`src/rtl/branch_cache_update_scheduler.sv`:
```
// Branch cache update/clear scheduler.
// Purpose: arbitrates two jump-resolution requesters (round-robin) into a small
// update FIFO. The FIFO drains one entry per cycle onto the cache JUMP port. A
// flush request walks every cache index with CLEAR strobes and locks search
// until the walk finishes.
// Ports:
//   iCLOCK, iRESET (async, active-high), iRESET_SYNC (sync, same effect)
//   iFLUSH_REQ                 start or restart the invalidation walk
//   oFLUSH_BUSY, oSEARCH_LOCK  high while the walk is in progress
//   iUPDn_REQ/HIT/ADDR/INST_ADDR, oUPDn_ACK (n = 0, 1)  update requesters
//   oJUMP_STB/HIT/ADDR/INST_ADDR  registered cache update port
//   oCLEAR_STB, oCLEAR_INDEX      cache invalidate port
module branch_cache_update_scheduler #(
  parameter int unsigned P_ENTRY_N    = 16,
  parameter int unsigned P_ENTRY_W    = 4,
  parameter int unsigned P_FIFO_DEPTH = 4,
  parameter int unsigned P_FIFO_W     = 2
) (
  input  logic                 iCLOCK,
  input  logic                 iRESET,
  input  logic                 iRESET_SYNC,
  input  logic                 iFLUSH_REQ,
  output logic                 oFLUSH_BUSY,
  output logic                 oSEARCH_LOCK,
  input  logic                 iUPD0_REQ,
  input  logic                 iUPD0_HIT,
  input  logic [31:0]          iUPD0_ADDR,
  input  logic [31:0]          iUPD0_INST_ADDR,
  output logic                 oUPD0_ACK,
  input  logic                 iUPD1_REQ,
  input  logic                 iUPD1_HIT,
  input  logic [31:0]          iUPD1_ADDR,
  input  logic [31:0]          iUPD1_INST_ADDR,
  output logic                 oUPD1_ACK,
  output logic                 oJUMP_STB,
  output logic                 oJUMP_HIT,
  output logic [31:0]          oJUMP_ADDR,
  output logic [31:0]          oJUMP_INST_ADDR,
  output logic                 oCLEAR_STB,
  output logic [P_ENTRY_W-1:0] oCLEAR_INDEX
);

  localparam logic                 L_ST_RUN     = 1'b0;
  localparam logic                 L_ST_CLEAR   = 1'b1;
  localparam logic [P_ENTRY_W-1:0] L_LAST_INDEX = P_ENTRY_W'(P_ENTRY_N - 1);
  localparam logic [P_FIFO_W:0]    L_FULL_COUNT = (P_FIFO_W + 1)'(P_FIFO_DEPTH);

  logic                 r_state, w_state_d;
  logic [P_ENTRY_W-1:0] r_index, w_index_d;
  logic                 r_rr, w_rr_d;
  logic [P_FIFO_W-1:0]  r_wr_ptr, w_wr_ptr_d;
  logic [P_FIFO_W-1:0]  r_rd_ptr, w_rd_ptr_d;
  logic [P_FIFO_W:0]    r_count, w_count_d;
  logic                 r_jump_stb, w_jump_stb_d;
  logic                 r_jump_hit, w_jump_hit_d;
  logic [31:0]          r_jump_addr, w_jump_addr_d;
  logic [31:0]          r_jump_inst, w_jump_inst_d;

  logic                 r_fifo_hit  [P_FIFO_DEPTH];
  logic [31:0]          r_fifo_addr [P_FIFO_DEPTH];
  logic [31:0]          r_fifo_inst [P_FIFO_DEPTH];

  logic w_run, w_full, w_empty, w_arb_ok, w_ack0, w_ack1, w_push, w_pop;

  assign w_run    = (r_state == L_ST_RUN);
  assign w_full   = (r_count == L_FULL_COUNT);
  assign w_empty  = (r_count == '0);
  assign w_arb_ok = w_run && !w_full && !iFLUSH_REQ;
  // r_rr = 0 favours UPD0 on a tie, r_rr = 1 favours UPD1.
  assign w_ack0   = w_arb_ok && iUPD0_REQ && (!iUPD1_REQ || !r_rr);
  assign w_ack1   = w_arb_ok && iUPD1_REQ && (!iUPD0_REQ ||  r_rr);
  assign w_push   = w_ack0 || w_ack1;
  // A flush cycle discards the queue, so nothing is popped in it.
  assign w_pop    = w_run && !w_empty && !iFLUSH_REQ;

  always_comb begin
    w_state_d     = r_state;
    w_index_d     = r_index;
    w_rr_d        = r_rr;
    w_wr_ptr_d    = r_wr_ptr;
    w_rd_ptr_d    = r_rd_ptr;
    w_count_d     = r_count;
    w_jump_stb_d  = 1'b0;
    w_jump_hit_d  = r_jump_hit;
    w_jump_addr_d = r_jump_addr;
    w_jump_inst_d = r_jump_inst;
    if (iRESET_SYNC) begin
      w_state_d     = L_ST_RUN;
      w_index_d     = '0;
      w_rr_d        = 1'b0;
      w_wr_ptr_d    = '0;
      w_rd_ptr_d    = '0;
      w_count_d     = '0;
      w_jump_hit_d  = 1'b0;
      w_jump_addr_d = '0;
      w_jump_inst_d = '0;
    end else if (w_run) begin
      if (iFLUSH_REQ) begin
        w_state_d  = L_ST_CLEAR;
        w_index_d  = '0;
        w_wr_ptr_d = '0;
        w_rd_ptr_d = '0;
        w_count_d  = '0;
      end else begin
        if (w_push) begin
          w_wr_ptr_d = r_wr_ptr + P_FIFO_W'(1);
          w_rr_d     = w_ack0;
        end
        if (w_pop) begin
          w_rd_ptr_d    = r_rd_ptr + P_FIFO_W'(1);
          w_jump_stb_d  = 1'b1;
          w_jump_hit_d  = r_fifo_hit[r_rd_ptr];
          w_jump_addr_d = r_fifo_addr[r_rd_ptr];
          w_jump_inst_d = r_fifo_inst[r_rd_ptr];
        end
        unique case ({w_push, w_pop})
          2'b10:   w_count_d = r_count + (P_FIFO_W + 1)'(1);
          2'b01:   w_count_d = r_count - (P_FIFO_W + 1)'(1);
          default: w_count_d = r_count;
        endcase
      end
    end else begin
      if (iFLUSH_REQ) begin
        w_index_d = '0;
      end else if (r_index == L_LAST_INDEX) begin
        w_state_d = L_ST_RUN;
        w_index_d = '0;
      end else begin
        w_index_d = r_index + P_ENTRY_W'(1);
      end
    end
  end

  always_ff @(posedge iCLOCK or posedge iRESET) begin
    if (iRESET) begin
      r_state     <= L_ST_RUN;
      r_index     <= '0;
      r_rr        <= 1'b0;
      r_wr_ptr    <= '0;
      r_rd_ptr    <= '0;
      r_count     <= '0;
      r_jump_stb  <= 1'b0;
      r_jump_hit  <= 1'b0;
      r_jump_addr <= '0;
      r_jump_inst <= '0;
    end else begin
      r_state     <= w_state_d;
      r_index     <= w_index_d;
      r_rr        <= w_rr_d;
      r_wr_ptr    <= w_wr_ptr_d;
      r_rd_ptr    <= w_rd_ptr_d;
      r_count     <= w_count_d;
      r_jump_stb  <= w_jump_stb_d;
      r_jump_hit  <= w_jump_hit_d;
      r_jump_addr <= w_jump_addr_d;
      r_jump_inst <= w_jump_inst_d;
    end
  end

  // Payload storage needs no reset; occupancy is tracked by the pointers.
  always_ff @(posedge iCLOCK) begin
    if (w_push) begin
      r_fifo_hit[r_wr_ptr]  <= w_ack1 ? iUPD1_HIT       : iUPD0_HIT;
      r_fifo_addr[r_wr_ptr] <= w_ack1 ? iUPD1_ADDR      : iUPD0_ADDR;
      r_fifo_inst[r_wr_ptr] <= w_ack1 ? iUPD1_INST_ADDR : iUPD0_INST_ADDR;
    end
  end

  assign oUPD0_ACK       = w_ack0;
  assign oUPD1_ACK       = w_ack1;
  assign oJUMP_STB       = r_jump_stb;
  assign oJUMP_HIT       = r_jump_hit;
  assign oJUMP_ADDR      = r_jump_addr;
  assign oJUMP_INST_ADDR = r_jump_inst;
  assign oCLEAR_STB      = (r_state == L_ST_CLEAR);
  assign oCLEAR_INDEX    = r_index;
  assign oFLUSH_BUSY     = (r_state == L_ST_CLEAR);
  assign oSEARCH_LOCK    = (r_state == L_ST_CLEAR);

endmodule

```
`config.mk`:
```
export PLATFORM = sky130hd
export DESIGN_NAME = branch_cache_update_scheduler
export DESIGN_NICKNAME = d
export VERILOG_FILES = /design/src/rtl/branch_cache_update_scheduler.sv
export SDC_FILE = /design/constraint.sdc
export NUM_CORES = 1
export LEC_CHECK = 0
export ABC_AREA = 1
export CORE_MARGIN = 3
export CORE_UTILIZATION = 50
export DETAILED_ROUTE_END_ITERATION = 12
export PLACE_DENSITY_LB_ADDON = 0.1
export SLEW_MARGIN = 20
export SYNTH_ARGS = -nofsm -noshare
export SYNTH_HDL_FRONTEND = slang
export SYNTH_SLANG_ARGS = --single-unit
```
`constraint.sdc`:
```
create_clock -name iCLOCK -period 9 [get_ports iCLOCK]
set_input_delay 2.7 -clock iCLOCK [delete_from_list [all_inputs] [get_ports iCLOCK]]
set_output_delay 2.7 -clock iCLOCK [all_outputs]
set_load 0.01 [all_outputs]
```
Word-level counts from Yosys, hierarchy flattened
Memories as Yosys holds them, arrays and structs flattened.
Index checks and enable logic that the tools add are counted.
{"block": "totals", "n_memories": 3, "wordCells": 101, "output_inout_bits": 75, "reg_bits": 79, "ram_bits": 260}
{"block": "op_classes", "bitwise": 1, "n_reduce_logical": 29, "eq_ne": 6, "n_mux": 47, "n_addsub": 5}
{"memory": "r_fifo_addr", "depth": 4, "width": 32, "read_ports": 1, "rd_clocked_by_memory_dff": 0, "wr": 1, "line_no": "60", "text": "logic [31:0] r_fifo_addr [P_FIFO_DEPTH];"}
{"memory": "r_fifo_inst", "depth": 4, "width": 32, "read_ports": 1, "rd_clocked_by_memory_dff": 0, "wr": 1, "line_no": "61", "text": "logic [31:0] r_fifo_inst [P_FIFO_DEPTH];"}
{"memory": "r_fifo_hit", "depth": 4, "width": 1, "read_ports": 1, "rd_clocked_by_memory_dff": 0, "wr": 1, "line_no": "59", "text": "logic r_fifo_hit [P_FIFO_DEPTH];"}
{"op": "2-to-1 mux 32 bit", "count": 10}
{"op": "2-to-1 mux 1 bit", "count": 20}
{"op": "2-to-1 mux 4 bit", "count": 5}
{"op": "2-to-1 mux 2 bit", "count": 8}
{"op": "2-to-1 mux 3 bit", "count": 3}
{"op": "nonzero test 3 bit", "count": 3}
{"op": "logical AND 1 bit", "count": 8}
{"op": "logical NOT 1 bit", "count": 6}
{"op": "case mux 3 bit (2 select lines)", "count": 1}
{"op": "AND reduction 2 bit", "count": 3}
{"op": "AND reduction 3 bit", "count": 2}
{"op": "adder 2 x 1 -> 2 bit, second input constant", "count": 2}
{"op": "adder 4 x 1 -> 4 bit, second input constant", "count": 1}
{"op": "== test 4 bit, second input constant", "count": 1}
{"op": "!= test 2 bit, second input constant", "count": 2}
{"op": "nonzero test 2 bit", "count": 2}
{"op": "nonzero test 4 bit", "count": 1}
{"op": "adder 3 x 1 -> 3 bit, second input constant", "count": 1}
{"op": "== test 3 bit, second input constant", "count": 1}
{"op": "logical NOT 3 bit", "count": 1}
{"op": "logical OR 1 bit", "count": 3}
{"op": "subtractor 3 x 1 -> 3 bit, second input constant", "count": 1}
{"op": "== test 2 x 1 -> 1 bit, second input constant", "count": 1}
{"op": "== test 2 bit, second input constant", "count": 1}
{"op": "inverter 1 bit", "count": 1}

Logic depth before layout (Yosys ltp)
{"block": "depth", "depth_word": 12, "ltp_mapped": 12, "ltp_nobuf": 11}

Least setup slack after synthesis
OpenSTA, ideal clock, no wires.
{"block": "synth_path", "kind": "input -> register", "start": "input iFLUSH_REQ", "end": "memory r_fifo_addr[0][0] (enable)", "path_stages": 5, "slack_ns": 2.695, "t_arrival_ns": 5.817, "required_time_ns": 8.511, "path_cell_list": "inv_2 nand2_2 a21oi_1 o21ai_1 nor2_1"}
{"block": "synth_via", "elab_chain_cells": 7}
{"element": "from (decl)", "line_no": "22", "text": "input logic iFLUSH_REQ,"}
{"element": "logical NOT 1 bit *", "line_no": "68", "text": "assign w_arb_ok = w_run && !w_full && !iFLUSH_REQ;"}
{"element": "logical AND 1 bit *", "line_no": "68"}
{"element": "logical AND 1 bit, on equally long branches (2 in a row)", "line_no": "70, 71"}
{"element": "logical OR 1 bit *", "line_no": "72", "text": "assign w_push = w_ack0 || w_ack1;"}
{"element": "2-to-1 mux 1 bit *", "line_no": "162", "text": "if (w_push) begin"}
{"element": "2-to-1 mux 1 bit *", "line_no": "164", "text": "r_fifo_addr[r_wr_ptr] <= w_ack1 ? iUPD1_ADDR : iUPD0_ADDR;"}
{"element": "to (decl)", "line_no": "60"}
Mark *: on every way between the ends. The rest lies on a longest branch, timed or not.

Final worst setup path
{"block": "layout_path", "start": "input iUPD0_REQ", "end": "output oUPD1_ACK"}
{"block": "layout_via", "elab_chain_cells": 3}
{"element": "from (decl)", "line_no": "25", "text": "input logic iUPD0_REQ,"}
{"element": "logical NOT 1 bit", "line_no": "71", "text": "assign w_ack1 = w_arb_ok && iUPD1_REQ && (!iUPD0_REQ || r_rr);"}
{"element": "logical OR 1 bit", "line_no": "71"}
{"element": "logical AND 1 bit", "line_no": "71"}
{"element": "to (decl)", "line_no": "34", "text": "output logic oUPD1_ACK,"}
No other way between the ends.

==> impl_metrics.json <==
{
  "multi_input_area_um2": 3400,
  "clockBufferDepth": 3,
  "power.share.clock_pct": 37.1,
  "worst-path-buf-inv": 4,
  "cts.reportedPaths.clkPinSlew_ps": 60,
  "rows": 60,
  "initial_core_util_pct": 51.6,
  "fin_crit_sh_pct": 84.4,
  "cts_max_level": 2,
  "track_usage_pct": 20.5,
  "ys_types": 26,
  "grt_max_degree": 105,
  "io_pins": 211,
  "p_switching_uw": 965,
  "critPathLaunchType": "input port",
  "slew_violations": 0,
  "cellPowerDensity_nw_per_um2": 214,
  "io_buffers": 210,
  "hpwlAfterDp_um": 17500,
  "cts_sinks": 339,
  "cts_setup_buffers": 0,
  "setup_viol": 0,
  "crit_path_frequent_cell": "clkdlybuf4s50_1",
  "final_common_cell": "nand2_1",
  "end_kind": "output port",
  "crit_type": "input port to output port",
  "fin_skew_ps": 11.6,
  "layout.nets": 1623,
  "cts_buffers": 35,
  "rsz0062_at_grt": "no",
  "slowest_delay_ps": 660,
  "swShare_pct": 25.7,
  "synth_area_leaders": "edfxtp_1 55%, dfrtp_1 14%, nand2_1 7.5%",
  "core-area_um2": 27400,
  "cts-resized-gates": 0,
  "rrSetupSlack_ps": 5940,
  "peakVddDrop_mv": 0.138,
  "crit_fanout": 66,
  "timing_hold_violations_final": 0,
  "avgSynthCellArea_um2": 10.9,
  "critPathTopFamily": "buffers and inverters",
  "crit_chain": "clkdlybuf4s50_1 > a21oi_1 > nand3_4 > inv_2 > buf_4 > clkdlybuf4s50_1",
  "crit_arrival_ps": 4900,
  "fp.dieH_um": 174,
  "status": "complete, no violations",
  "power_frac_comb_pct": 14.7,
  "internal_power_mw": 2.79,
  "cts_tree": "built",
  "vias": 9632,
  "hold_buffers": 0,
  "insertion_delay_ps": 500,
  "worstPathRequired_ps": 6300,
  "final_area_um2": 17600,
  "drtIter0Drc": 659,
  "cpMaxStageDelayCell": "clkdlybuf4s50_1",
  "power_leakage_nw": 7.24,
  "drc": 0,
  "syn_to_final_growth_pct": 24.1,
  "place_area_um2": 16400,
  "vias_per_cell": 5.13,
  "synth.cell_area_um2": 14100,
  "design.die.area_um2": 30300,
  "grt_pass1_vias": 9242,
  "die_w_um": 174,
  "worst_pin_slew_ps": 1080,
  "nFillCells": 2155,
  "ys_ff_latch": 339,
  "finalWirelength_um": 31400,
  "p_seq_share_pct": 48.1,
  "maxCapViolations": 0,
  "grt_first_pass_wirelength_um": 49700,
  "synth_seq_area_share_pct": 69.2,
  "synth_largest_area_cell": "edfxtp_1",
  "worst_hold_path_type": "flop to flop",
  "grt_remaining_overflow": 0,
  "root_buffer": "clkbuf_16",
  "fmax_mhz": 132,
  "yosysWarnings": 0,
  "routedWlPerCell_um": 16.7,
  "finalSetupTns_ps": 0,
  "synthesis.nets": 1444,
  "gp_congestion": 0.716,
  "drive_gt1_share_pct": 5.31,
  "antenna_cells": 0,
  "syn_inst": 1301,
  "slew_headroom_pct": 27.7,
  "synth.top_cell.area_share_pct": 55.2,
  "firstDrtPassIters": 5,
  "antenna_left": 0,
  "post-route-min-period_ps": 7600,
  "grt_antenna_before_repair": 0,
  "final_cell_mix": "282 x nand2_1, 260 x edfxtp_1, 210 x clkdlybuf4s50_1",
  "seq_area_um2": 9790
}
final timing paths:
check	cells past startpoint	startpoint	to
worst min register to register	2	oJUMP_INST_ADDR[24]$_DFFE_PP0P_	oJUMP_INST_ADDR[24]$_DFFE_PP0P_
worst max-delay path	6	iUPD0_REQ	oUPD1_ACK
max in group asynchronous	3	iRESET	oJUMP_INST_ADDR[20]$_DFFE_PP0P_
worst max register to register	6	oCLEAR_STB$_DFF_PP0_	r_fifo_inst[1][30]$_DFFE_PP_
worst min-delay path	2	oJUMP_INST_ADDR[24]$_DFFE_PP0P_	oJUMP_INST_ADDR[24]$_DFFE_PP0P_
min in group asynchronous	2	iRESET	oJUMP_ADDR[23]$_DFFE_PP0P_
cell usage after synthesis:
master and n:
xor2_1 1, o21ai_1 13, a21oi_1 136, fa_1 1, nand3_1 141, nand2_4 1
ha_1 6, nand2_1 282, buf_1 3, nand2_2 1, xnor2_1 1, clkbuf_2 1
buf_4 9, dfrtp_1 79, nand3_2 1, o21ai_0 126, inv_2 5, a21boi_2 1
nand4_1 2, nor2_1 10, buf_2 35, edfxtp_1 260, inv_1 151, nor2_4 2
clkbuf_1 29, buf_6 4
state kept, by name (all words and copies together) (netlist names):
name and flops:
oCLEAR_INDEX 4, r_rr 1, oJUMP_ADDR 32, oJUMP_HIT 1
r_wr_ptr 2, oCLEAR_STB 1, r_rd_ptr 2, oJUMP_STB 1
r_fifo_hit 4, r_count 3, r_fifo_inst 128, r_fifo_addr 128
oJUMP_INST_ADDR 32
per-layer routing:
layer / vias to the layer above / track usage (%) / routed length [µm]
met5: - / 0 / 0
li1: 4776 / - / -
met1: 4591 / 26.8 / 13600
met4: 0 / 4.79 / 442
met3: 38 / 3.52 / 1600
met2: 227 / 36.0 / 15800
worst min-delay path: cells and delay by family (launching register included):
kind          cells  cell delay, ps
flops             1             340
simple gates      2             130
power groups by stage:
stage | clock [mW] | sequential, mW | combinational, mW
after floorplan | 0 | 1.81 | 0.379
after global placement | 0 | 1.84 | 0.544
after detailed placement | 0 | 1.84 | 0.557
after CTS | 1.42 | 1.81 | 0.560
after global routing | 1.48 | 1.82 | 0.622
final | 1.39 | 1.81 | 0.553
per-stage QoR:
step                hold WS (ps)  setup WS, ps  std cells  util [%]  power (mW)
finish                       506          1400       1878      64.1        3.75
global placement             491          1430       1815      60.0        2.38
detailed placement           495          1380       1815      60.0        2.40
floorplan                    498          2690       1301         -        2.19
CTS                          510          1380       1878      64.1        3.78
global route                 535          1240       1878      64.1        3.92
final cells by class:
type | instances | share of cell area (%)
clock buffers | 52 | 5.71
clock inverters | 11 | 0.620
inverters | 156 | 3.35
multi-input cells | 725 | 19.4
flip-flops and latches | 339 | 55.8
well taps | 372 | 2.65
repair buffers | 223 | 12.5
cells by family (layout without fill, tap and decap cells):
| group | count (synthesis) | in the layout | share of synthesized area [%] |
|---|---|---|---|
| fa+ha+maj | 7 | 7 | 0.672 |
| buf+inv | 237 | 442 | 7.06 |
| compound gates | 276 | 276 | 9.81 |
| simple gates | 440 | 440 | 13.2 |
| flops | 339 | 339 | 69.2 |
| xor+xnor | 2 | 2 | 0.124 |
(Power assumes the default switching activity.)
